<file path="src/rtl/uart_pkg.sv">
// Shared UART definitions used by both the transmit and receive halves.
package uart_pkg;

    localparam int unsigned CLKS_PER_BIT_DEFAULT = 16;
    localparam logic        IDLE_LEVEL           = 1'b1;

    typedef enum logic [1:0] {
        ST_IDLE,
        ST_START,
        ST_DATA,
        ST_STOP
    } uart_state_t;

endpackage

</file>
<file path="src/rtl/uart_tx_if.sv">
// Parallel byte handshake into the UART transmitter.
interface uart_tx_if #(
    parameter int unsigned DATA_BITS = 8
);
    logic [DATA_BITS-1:0] data_in;
    logic                 data_valid;
    logic                 tx_ready;

    modport master (output data_in, output data_valid, input  tx_ready);
    modport slave  (input  data_in, input  data_valid, output tx_ready);
endinterface

</file>
<file path="src/rtl/uart_baud_cnt.sv">
// Bit-period counter: bit_tick marks the last cycle of a bit, bit_pre_tick the cycle before it.
module uart_baud_cnt
    import uart_pkg::*;
#(
    parameter int unsigned CLKS_PER_BIT = CLKS_PER_BIT_DEFAULT
) (
    input  logic sys_clk,
    input  logic reset,
    input  logic clear,
    output logic bit_tick,
    output logic bit_pre_tick
);
    localparam int unsigned CW = $clog2(CLKS_PER_BIT);

    logic [CW-1:0] baud_cnt;

    assign bit_tick     = (baud_cnt == CW'(CLKS_PER_BIT - 1));
    assign bit_pre_tick = (baud_cnt == CW'(CLKS_PER_BIT - 2));

    always_ff @(posedge sys_clk or posedge reset) begin
        if (reset) begin
            baud_cnt <= '0;
        end else if (clear || bit_tick) begin
            baud_cnt <= '0;
        end else begin
            baud_cnt <= baud_cnt + 1'b1;
        end
    end
endmodule

</file>
<file path="src/rtl/uart_tx.sv">
// UART transmitter: one-entry holding register feeding a start/data/stop serialiser.
module uart_tx
    import uart_pkg::*;
#(
    parameter int unsigned CLKS_PER_BIT = CLKS_PER_BIT_DEFAULT,
    parameter int unsigned DATA_BITS    = 8,
    parameter int unsigned STOP_BITS    = 1
) (
    input  logic     sys_clk,
    input  logic     reset,
    uart_tx_if.slave bus,
    output logic     tx_busy,
    output logic     tx_done,
    output logic     Tx
);
    localparam int unsigned BW = $clog2(DATA_BITS);

    uart_state_t          state;
    logic [DATA_BITS-1:0] shift;
    logic [DATA_BITS-1:0] hold;
    logic                 hold_empty;
    logic [BW-1:0]        bit_idx;
    logic                 stop_idx;
    logic                 tx_r;
    logic                 busy_r;
    logic                 done_r;
    logic                 bit_tick;
    logic                 bit_pre_tick;
    logic                 last_stop;

    // Counter is held at zero in IDLE so START always begins a full bit period.
    uart_baud_cnt #(.CLKS_PER_BIT(CLKS_PER_BIT)) u_baud (
        .sys_clk      (sys_clk),
        .reset        (reset),
        .clear        (state == ST_IDLE),
        .bit_tick     (bit_tick),
        .bit_pre_tick (bit_pre_tick)
    );

    assign last_stop    = (stop_idx == 1'(STOP_BITS - 1));
    assign bus.tx_ready = hold_empty;
    assign tx_busy      = busy_r;
    assign tx_done      = done_r;
    assign Tx           = tx_r;

    always_ff @(posedge sys_clk or posedge reset) begin
        if (reset) begin
            state      <= ST_IDLE;
            shift      <= '0;
            hold       <= '0;
            hold_empty <= 1'b1;
            bit_idx    <= '0;
            stop_idx   <= 1'b0;
            tx_r       <= IDLE_LEVEL;
            busy_r     <= 1'b0;
            done_r     <= 1'b0;
        end else begin
            done_r <= 1'b0;
            // Accept and drain never coincide: draining needs the register full.
            if (bus.data_valid && hold_empty) begin
                hold       <= bus.data_in;
                hold_empty <= 1'b0;
            end
            case (state)
                ST_IDLE: begin
                    if (!hold_empty) begin
                        shift      <= hold;
                        hold_empty <= 1'b1;
                        state      <= ST_START;
                        tx_r       <= ~IDLE_LEVEL;
                        busy_r     <= 1'b1;
                    end
                end
                ST_START: begin
                    if (bit_tick) begin
                        state   <= ST_DATA;
                        tx_r    <= shift[0];
                        bit_idx <= '0;
                    end
                end
                ST_DATA: begin
                    if (bit_tick) begin
                        if (bit_idx == BW'(DATA_BITS - 1)) begin
                            state    <= ST_STOP;
                            tx_r     <= IDLE_LEVEL;
                            bit_idx  <= '0;
                            stop_idx <= 1'b0;
                        end else begin
                            shift   <= shift >> 1;
                            tx_r    <= shift[1];
                            bit_idx <= bit_idx + 1'b1;
                        end
                    end
                end
                ST_STOP: begin
                    // Registered pulse lands on the final stop cycle.
                    if (bit_pre_tick && last_stop) begin
                        done_r <= 1'b1;
                    end
                    if (bit_tick) begin
                        if (!last_stop) begin
                            stop_idx <= stop_idx + 1'b1;
                        end else if (!hold_empty) begin
                            shift      <= hold;
                            hold_empty <= 1'b1;
                            state      <= ST_START;
                            tx_r       <= ~IDLE_LEVEL;
                            stop_idx   <= 1'b0;
                        end else begin
                            state    <= ST_IDLE;
                            busy_r   <= 1'b0;
                            stop_idx <= 1'b0;
                        end
                    end
                end
                default: begin
                    state <= ST_IDLE;
                end
            endcase
        end
    end
endmodule
</file>
<file path="src/flat_wrapper.sv">
// flat-port wrapper written by rule: the top's interface ports become plain ports
module uart_tx_flat import uart_pkg::*;
#(
    parameter int unsigned CLKS_PER_BIT = CLKS_PER_BIT_DEFAULT,
    parameter int unsigned DATA_BITS    = 8,
    parameter int unsigned STOP_BITS    = 1
)
  (sys_clk, reset, tx_busy, tx_done, Tx, bus_data_in, bus_data_valid, bus_tx_ready);
  uart_tx_if #(.DATA_BITS(DATA_BITS)) bus_i ();
  input  logic sys_clk;
  input  logic reset;
  output logic tx_busy;
  output logic tx_done;
  output logic Tx;
  input wire logic [$bits(bus_i.data_in)-1:0] bus_data_in;
  input wire logic [$bits(bus_i.data_valid)-1:0] bus_data_valid;
  output wire logic [$bits(bus_i.tx_ready)-1:0] bus_tx_ready;
  assign bus_i.data_in = bus_data_in;
  assign bus_i.data_valid = bus_data_valid;
  assign bus_tx_ready = bus_i.tx_ready;
  uart_tx #(.CLKS_PER_BIT(CLKS_PER_BIT), .DATA_BITS(DATA_BITS), .STOP_BITS(STOP_BITS)) u_core (.sys_clk(sys_clk), .reset(reset), .bus(bus_i), .tx_busy(tx_busy), .tx_done(tx_done), .Tx(Tx));
endmodule
</file>
<file path="config.mk">
export PLATFORM = sky130hd
export DESIGN_NAME = uart_tx_flat
export DESIGN_NICKNAME = d
export VERILOG_FILES = /design/src/rtl/uart_pkg.sv /design/src/rtl/uart_tx_if.sv /design/src/rtl/uart_baud_cnt.sv /design/src/rtl/uart_tx.sv /design/src/flat_wrapper.sv
export SDC_FILE = /design/constraint.sdc
export NUM_CORES = 1
export LEC_CHECK = 0
export BUFFER_PORTS_ARGS = -buffer_cell sky130_fd_sc_hd__buf_4
export CORE_MARGIN = 4
export CORE_UTILIZATION = 43
export CTS_BUF_LIST = sky130_fd_sc_hd__clkbuf_16
export DETAILED_ROUTE_END_ITERATION = 7
export SYNTH_ARGS = -nofsm -noshare
export SYNTH_HDL_FRONTEND = slang
export SYNTH_SLANG_ARGS = --single-unit
export TNS_END_PERCENT = 30
</file>
<file path="constraint.sdc">
create_clock -name sys_clk -period 2.55 [get_ports sys_clk]
set_input_delay 0.1275 -clock sys_clk [delete_from_list [all_inputs] [get_ports sys_clk]]
set_output_delay 0.1275 -clock sys_clk [all_outputs]
set_load 0.005 [all_outputs]
</file>
==> results of run 1 <==
## cell families (layout without fill, tap and decap cells)
| group | count (synthesis) | after routing |
|---|---|---|
| AO/OA/AOI/OAI | 21 | 21 |
| XOR/XNOR | 1 | 1 |
| adder cells (fa/ha/maj) | 9 | 9 |
| buffers and inverters | 10 | 30 |
| flip-flops | 29 | 29 |
| multiplexers | 24 | 24 |
| AND/OR/NAND/NOR | 21 | 21 |
## flip-flops by register name (all words and copies together) (netlist names)
register,cells
u_core.bus.tx_ready,1
u_core.Tx,1
u_core.tx_done,1
u_core.bit_idx,3
u_core.shift,8
u_core.state,2
u_core.tx_busy,1
u_core.hold,8
u_core.u_baud.baud_cnt,4
## area by class of cell
class	instances	area share, %
flip-flops and latches	29	41.7
well taps	44	3.15
repair buffers	17	7.46
clock inverters	2	0.430
multi-input cells	76	38.8
inverters	6	1.29
clock buffers	5	7.17
## metal layers
layer | vias to the layer above | wire length [microns] | part of all wire [%]
li1 | 455 | - | -
met5 | - | 0 | 0
met1 | 459 | 1250 | 47
met4 | 0 | 47 | 1.8
met3 | 6 | 136 | 5.2
met2 | 24 | 1210 | 46
## worst max-delay path by stage
| stage | slack (ns) | cells past startpoint | end |
|---|---|---|---|
| finish | 0.44 | 5 | u_core.shift[2]$_DFFE_PP0P_ |
| floorplan | 0.63 | 5 | u_core.shift[0]$_DFFE_PP0P_ |
| detailed placement | 0.46 | 5 | u_core.shift[2]$_DFFE_PP0P_ |
| global placement | 0.52 | 5 | u_core.shift[7]$_DFFE_PP0P_ |
| CTS | 0.44 | 5 | u_core.shift[2]$_DFFE_PP0P_ |
| global route | 0.33 | 5 | u_core.shift[2]$_DFFE_PP0P_ |
## power by group
group,internal (mW),total [mW],leakage (nW),switching [mW]
Sequential,0.511,0.534,0.365,0.0237
Combinational,0.0508,0.0766,0.390,0.0258
Clock,0.347,0.531,0.0685,0.184
## through the flow
step | hold slack (ns) | cell area, sq um | cells
detailed placement | 0.225 | 1600 | 171
global placement | 0.222 | 1600 | 171
finish | 0.0868 | 1750 | 179
global route | 0.0862 | 1750 | 179
CTS | 0.0834 | 1750 | 179
floorplan | 0.204 | 1450 | 115
## cells in the final DEF, fill, tap and decap left out
| cell | netlist | layout |
|---|---|---|
| o211ai_1 | 1 | 1 |
| dlygate4sd3_1 | 0 | 1 |
| a2bb2oi_4 | 1 | 1 |
| xnor2_1 | 1 | 1 |
| and3_1 | 1 | 1 |
| o21bai_1 | 1 | 1 |
| nand4b_1 | 2 | 2 |
| or2_2 | 1 | 1 |
| nor2b_1 | 1 | 1 |
| a2bb2oi_1 | 2 | 2 |
| mux2_2 | 24 | 24 |
| and4_1 | 1 | 1 |
| a32o_1 | 1 | 1 |
| inv_1 | 6 | 7 |
| o41ai_1 | 1 | 1 |
| o21ai_0 | 2 | 2 |
| nand3_1 | 1 | 1 |
| o2111ai_1 | 2 | 2 |
| nor3_1 | 3 | 3 |
| clkbuf_16 | 0 | 5 |
| buf_4 | 0 | 16 |
| o22ai_1 | 1 | 1 |
| nand2_1 | 6 | 6 |
| a211o_1 | 1 | 1 |
| dfrtp_1 | 27 | 27 |
| o31ai_1 | 2 | 2 |
| nor2_1 | 3 | 3 |
| or3_4 | 1 | 1 |
| clkinv_1 | 0 | 1 |
| ha_1 | 9 | 9 |
| dfstp_2 | 2 | 2 |
| nand2b_1 | 1 | 1 |
| a21oi_1 | 5 | 5 |
| a22o_1 | 1 | 1 |
## critical path, cell delays in order (launching register included)
cell       delay, ns
dfrtp_1         0.37
inv_1           0.12
ha_1            0.43
or3_4           0.43
a2bb2oi_4       0.27
mux2_2          0.37
==> impl_metrics.tcl, run 1 <==
set metrics [dict create \
    die_area_sq_mm 0.00436 \
    path_clk_slew_ns 0.05 \
    rows 20 \
    hold_depth 2 \
    synth_top_area_share_pct 46.7 \
    yosysWarnings 0 \
    reg2reg_depth 5 \
    root_buffer "clkbuf_16" \
    vias 944 \
    ctsHtreeMaxLevel 2 \
    critPathLaunchType "flip-flop" \
    synth_top_family_by_area "multiplexers" \
    port_buffers 14 \
    finalPower_mw 1.14 \
    hold_violations 0 \
    use_met3_pct 5.10 \
    post_cts_resized 0 \
    multi_input_area_sq_um 677 \
    rr_startpoint "u_core.state[0]$_DFFE_PP0P_" \
    cts_tree "yes" \
    ff2ff_setup_slack_ns 0.44 \
    cp_max_fo 8 \
    tns_ns 0 \
    dp_hpwl_microns 1810 \
    first_global_vias 998 \
    grt_setup_unrepaired "no" \
    yosys.area.top_type "dfrtp_1" \
    drt-total-wl_microns 2640 \
    max_slew_margin_pct 67.8 \
    antenna_found_initial 0 \
    layout-drive-gt1-share_pct 37.0 \
    critPathKind "reg2reg" \
    ir_worst_vdd_mv 0.581 \
    synth_cells 115 \
    synthDistinctLibCells 33 \
    synth_edf_count 0 \
    grt_max_degree 30 \
    netlist_top_cells_count "dfrtp_1, mux2_2, ha_1" \
    fillCellCount 264 \
    final.min_clock_period_ns 2.11 \
    wl_per_cell_microns 14.7 \
    area_delta_synth_final_pct 20.7 \
    die_x_microns 66.0 \
    synth_compound_gate_area_share_pct 11.7 \
    initial_utilization_pct 46.2 \
    drt_pass1_iterations 4 \
    worst_pin_slew_ns 0.480 \
    skew_ns 0.00417 \
    max_freq_mhz 475 \
    gp_congestion 0.797 \
    grt_usage_pct 13.9 \
    synth-xor-area-share_pct 0.606 \
    syn_nets 135 \
    grt_use_met1_pct 17.5 \
    final_util_pct 55.8 \
    grt_pass1_wl_microns 4490 \
    clock_path_buffers 2 \
    fp.coreArea_sq_mm 0.00313 \
    timing.final.ws_setup_ns 0.443 \
    antenna_left 0 \
    ys_async_sr_fraction_pct 100 \
    cts_made_buffers 5 \
    via_per_inst 5.27 \
    max-cap-violations 0 \
    hold_path_end "u_core.hold[5]$_DFFE_PP0P_" \
    overflow 0 \
    nets 155 \
    synth-simple-area-share_pct 8.04 \
    diodes 0 \
    status "complete, no violations" \
    synth.top_cells.by_area "dfrtp_1, mux2_2, ha_1" \
    reg2reg_to "u_core.shift[2]$_DFFE_PP0P_" \
    cp.arrival_ns 2.26 \
    final.period_utilization_pct 82.6 \
    io_pins 15 \
    synth_fa_ha_area_share_pct 7.79 \
    p_per_area_mw_per_mm2 654 \
    synth_ff_type "dfrtp_1" \
    grt_busiest_layer "met2" \
    cp.required_ns 2.70 \
    cts_sinks 29 \
    setup_viol 0 \
    hold_path_class "in2reg" \
    startpoint "u_core.state[0]$_DFFE_PP0P_" \
    holdBufCountCts 1 \
    clock_latency_ns 0.27 \
    drv_slew 0 \
    hold_start "bus_data_in[5]" \
    syn_avg_cell_area_sq_um 12.6 \
    met2_usage_pct 20.7 \
    ys_seq_elements 29 \
    detail_route.iter0.violations 77 \
    power.leakage_nw 0.824 \
    synth-seq-area-share_pct 50.3 \
    synth_area_sq_mm 0.00145 \
    synth_mux_area_share_pct 18.7 \
    pre_cts_ws_ns 0.457 \
    drc 0 \
    chipHeight_microns 66.0 \
    synth.most_common_cell "dfrtp_1" \
    cp-end-kind "flip-flop" \
    postCtsSetupBuffers 0 \
    seq_area_sq_um 728 \
]
No activity file was read; power rests on OpenSTA's default activity.
==> run 2: changes to the inputs <==
clock period = 1.87 ns   (was 2.55 ns; I/O delays follow)
==> run 2 against run 1 <==
  * Worst hold slack worse by 0.035 ns
  * Sequential cell count stayed put
  * Via count is 5.7% higher
  * First-iteration DRC count is 43% lower
  * Critical endpoint is now u_core.state[1]$_DFFE_PP0P_
  * Critical path type unchanged
  * Setup slack worse by 0.37 ns
  * Highest routed layer unchanged
  * Clock-buffer cell count stayed put
  * Critical path depth is 1 higher
  * Clock power is 42% higher
  * Largest power group is now clock
  * Cell area is 8.7% higher
  * Global-route usage is 1.4 points higher
  * Register-to-register slack worse by 0.37 ns
==> impl_metrics.tcl, run 2 (same netlist as run 1, synthesis figures left out) <==
set metrics [dict create \
    clock_latency_ns 0.27 \
    cts_tree "yes" \
    gp_congestion 0.794 \
    max-cap-violations 0 \
    rr_startpoint "u_core.bit_idx[0]$_DFFE_PP0P_" \
    grt_max_degree 30 \
    placed_cell_area_sq_mm 0.00169 \
    p_per_area_mw_per_mm2 837 \
    design_area_sq_mm 0.00190 \
    cp.required_ns 2.03 \
    reg2reg_depth 6 \
    vias 998 \
    area_delta_synth_final_pct 31.1 \
    cp_max_fo 3 \
    drt-total-wl_microns 2830 \
    nets 169 \
    initial_utilization_pct 46.2 \
    pre_cts_ws_ns -0.0575 \
    cts_made_buffers 5 \
    timing.final.ws_setup_ns 0.0695 \
    hold_path_end "u_core.hold[0]$_DFFE_PP0P_" \
    die_x_microns 66.0 \
    status "complete, no violations" \
    rows 20 \
    drc 0 \
    drv_slew 0 \
    critPathLaunchType "flip-flop" \
    hold_path_class "in2reg" \
    tns_ns 0 \
    layout_common_cells "buf_4, dfrtp_1, mux2_2" \
    antenna_found_initial 0 \
    final.period_utilization_pct 96.3 \
    layout_commonest_cell "buf_4" \
    grt_usage_pct 15.4 \
    ir_worst_vdd_mv 0.756 \
    path_clk_slew_ns 0.05 \
    reg2reg_to "u_core.state[1]$_DFFE_PP0P_" \
    ff2ff_setup_slack_ns 0.07 \
    root_buffer "clkbuf_16" \
    max_slew_margin_pct 71.0 \
    hold_start "bus_data_in[0]" \
    skew_ns 0.00348 \
    cp.arrival_ns 1.96 \
    cp-end-kind "flip-flop" \
    fp.coreArea_sq_mm 0.00313 \
    multi_input_area_sq_um 701 \
    wl_per_cell_microns 14.6 \
    detail_route.iter0.violations 44 \
    worst_pin_slew_ns 0.434 \
    fillCellCount 265 \
    startpoint "u_core.bit_idx[0]$_DFFE_PP0P_" \
    hold_violations 0 \
    ctsHtreeMaxLevel 2 \
    hold_slack_ns 0.0515 \
    grt_pass1_wl_microns 4880 \
    critPathKind "reg2reg" \
    final.min_clock_period_ns 1.80 \
    diodes 0 \
    via_per_inst 5.14 \
    reg_top3 "u_core.hold x8, u_core.shift x8, u_core.u_baud.baud_cnt x4" \
    hold_depth 2 \
    chipHeight_microns 66.0 \
    finalPower_mw 1.59 \
    seq_area_sq_um 728 \
    cts_sinks 29 \
    drt_pass1_iterations 4 \
    io_pins 15 \
    overflow 0 \
    clock_path_buffers 2 \
    power.leakage_nw 0.899 \
    setup_viol 0 \
    dp_hpwl_microns 2000 \
    max_freq_mhz 555 \
    layout-drive-gt1-share_pct 46.7 \
    port_buffers 14 \
    first_global_vias 1040 \
    antenna_left 0 \
    die_area_sq_mm 0.00436 \
]
[run 2: cell count changes in the layout (fill, tap and decap cells not counted), sizes merged]
cell / delta
inv: -1
clkinv: +1
clkinvlp: +1
buf: +14
[run 2: through the flow]
step,std cells,util (%)
after floorplan,115,-
after global placement,181,54.0
after detailed placement,181,54.0
after CTS,192,59.4
after global routing,194,60.6
final,194,60.6
[run 2: what timing repair did]
item	CTS	global route
resized for setup	1	3
hold endpoints to repair	27	0
buffers inserted	2	2
hold buffers	1	0
pin swaps	1	2
cloned	0	0
setup endpoints to repair	8	9
[run 2: final cells by class]
type                            instances  area share, %
Clock inverter                          3          0.923
Clock buffer                            5           6.60
Timing Repair Buffer                   31           13.1
Inverter                                6           1.19
Multi-Input combinational cell         76           36.9
Sequential cell                        29           38.4
Tap cell                               44           2.90
[run 2: power breakdown]
group / total (mW) / switching, mW / internal [mW]
Clock: 0.753 / 0.267 / 0.486
Combinational: 0.106 / 0.0366 / 0.0693
Sequential: 0.730 / 0.0339 / 0.696
Total: 1.59 / 0.338 / 1.25
[run 2: metal layers]
metal,global-route usage (%),vias up,share of wire [%]
li1,-,487,-
met1,18.7,488,44
met2,24.7,17,50
met4,5.84,0,1.4
met3,5.78,6,4.3
met5,0,-,0
[run 2: worst max-delay path by stage]
| stage | cells past startpoint | endpoint |
|---|---|---|
| 6_report | 6 | u_core.state[1]$_DFFE_PP0P_ |
| 5_1_grt | 7 | u_core.state[1]$_DFFE_PP0P_ |
| 4_1_cts | 5 | u_core.shift[4]$_DFFE_PP0P_ |
| 3_5_place_dp | 5 | u_core.shift[4]$_DFFE_PP0P_ |
| 3_3_place_gp | 5 | u_core.shift[4]$_DFFE_PP0P_ |
| 2_1_floorplan | 6 | u_core.shift[0]$_DFFE_PP0P_ |
[run 2: critical path: stages, from the launching register on]
cell and delay (ns):
dfrtp_1 0.40, ha_1 0.21, ha_1 0.23, nand2b_1 0.20, buf_4 0.16, o211ai_1 0.13, mux2_2 0.37
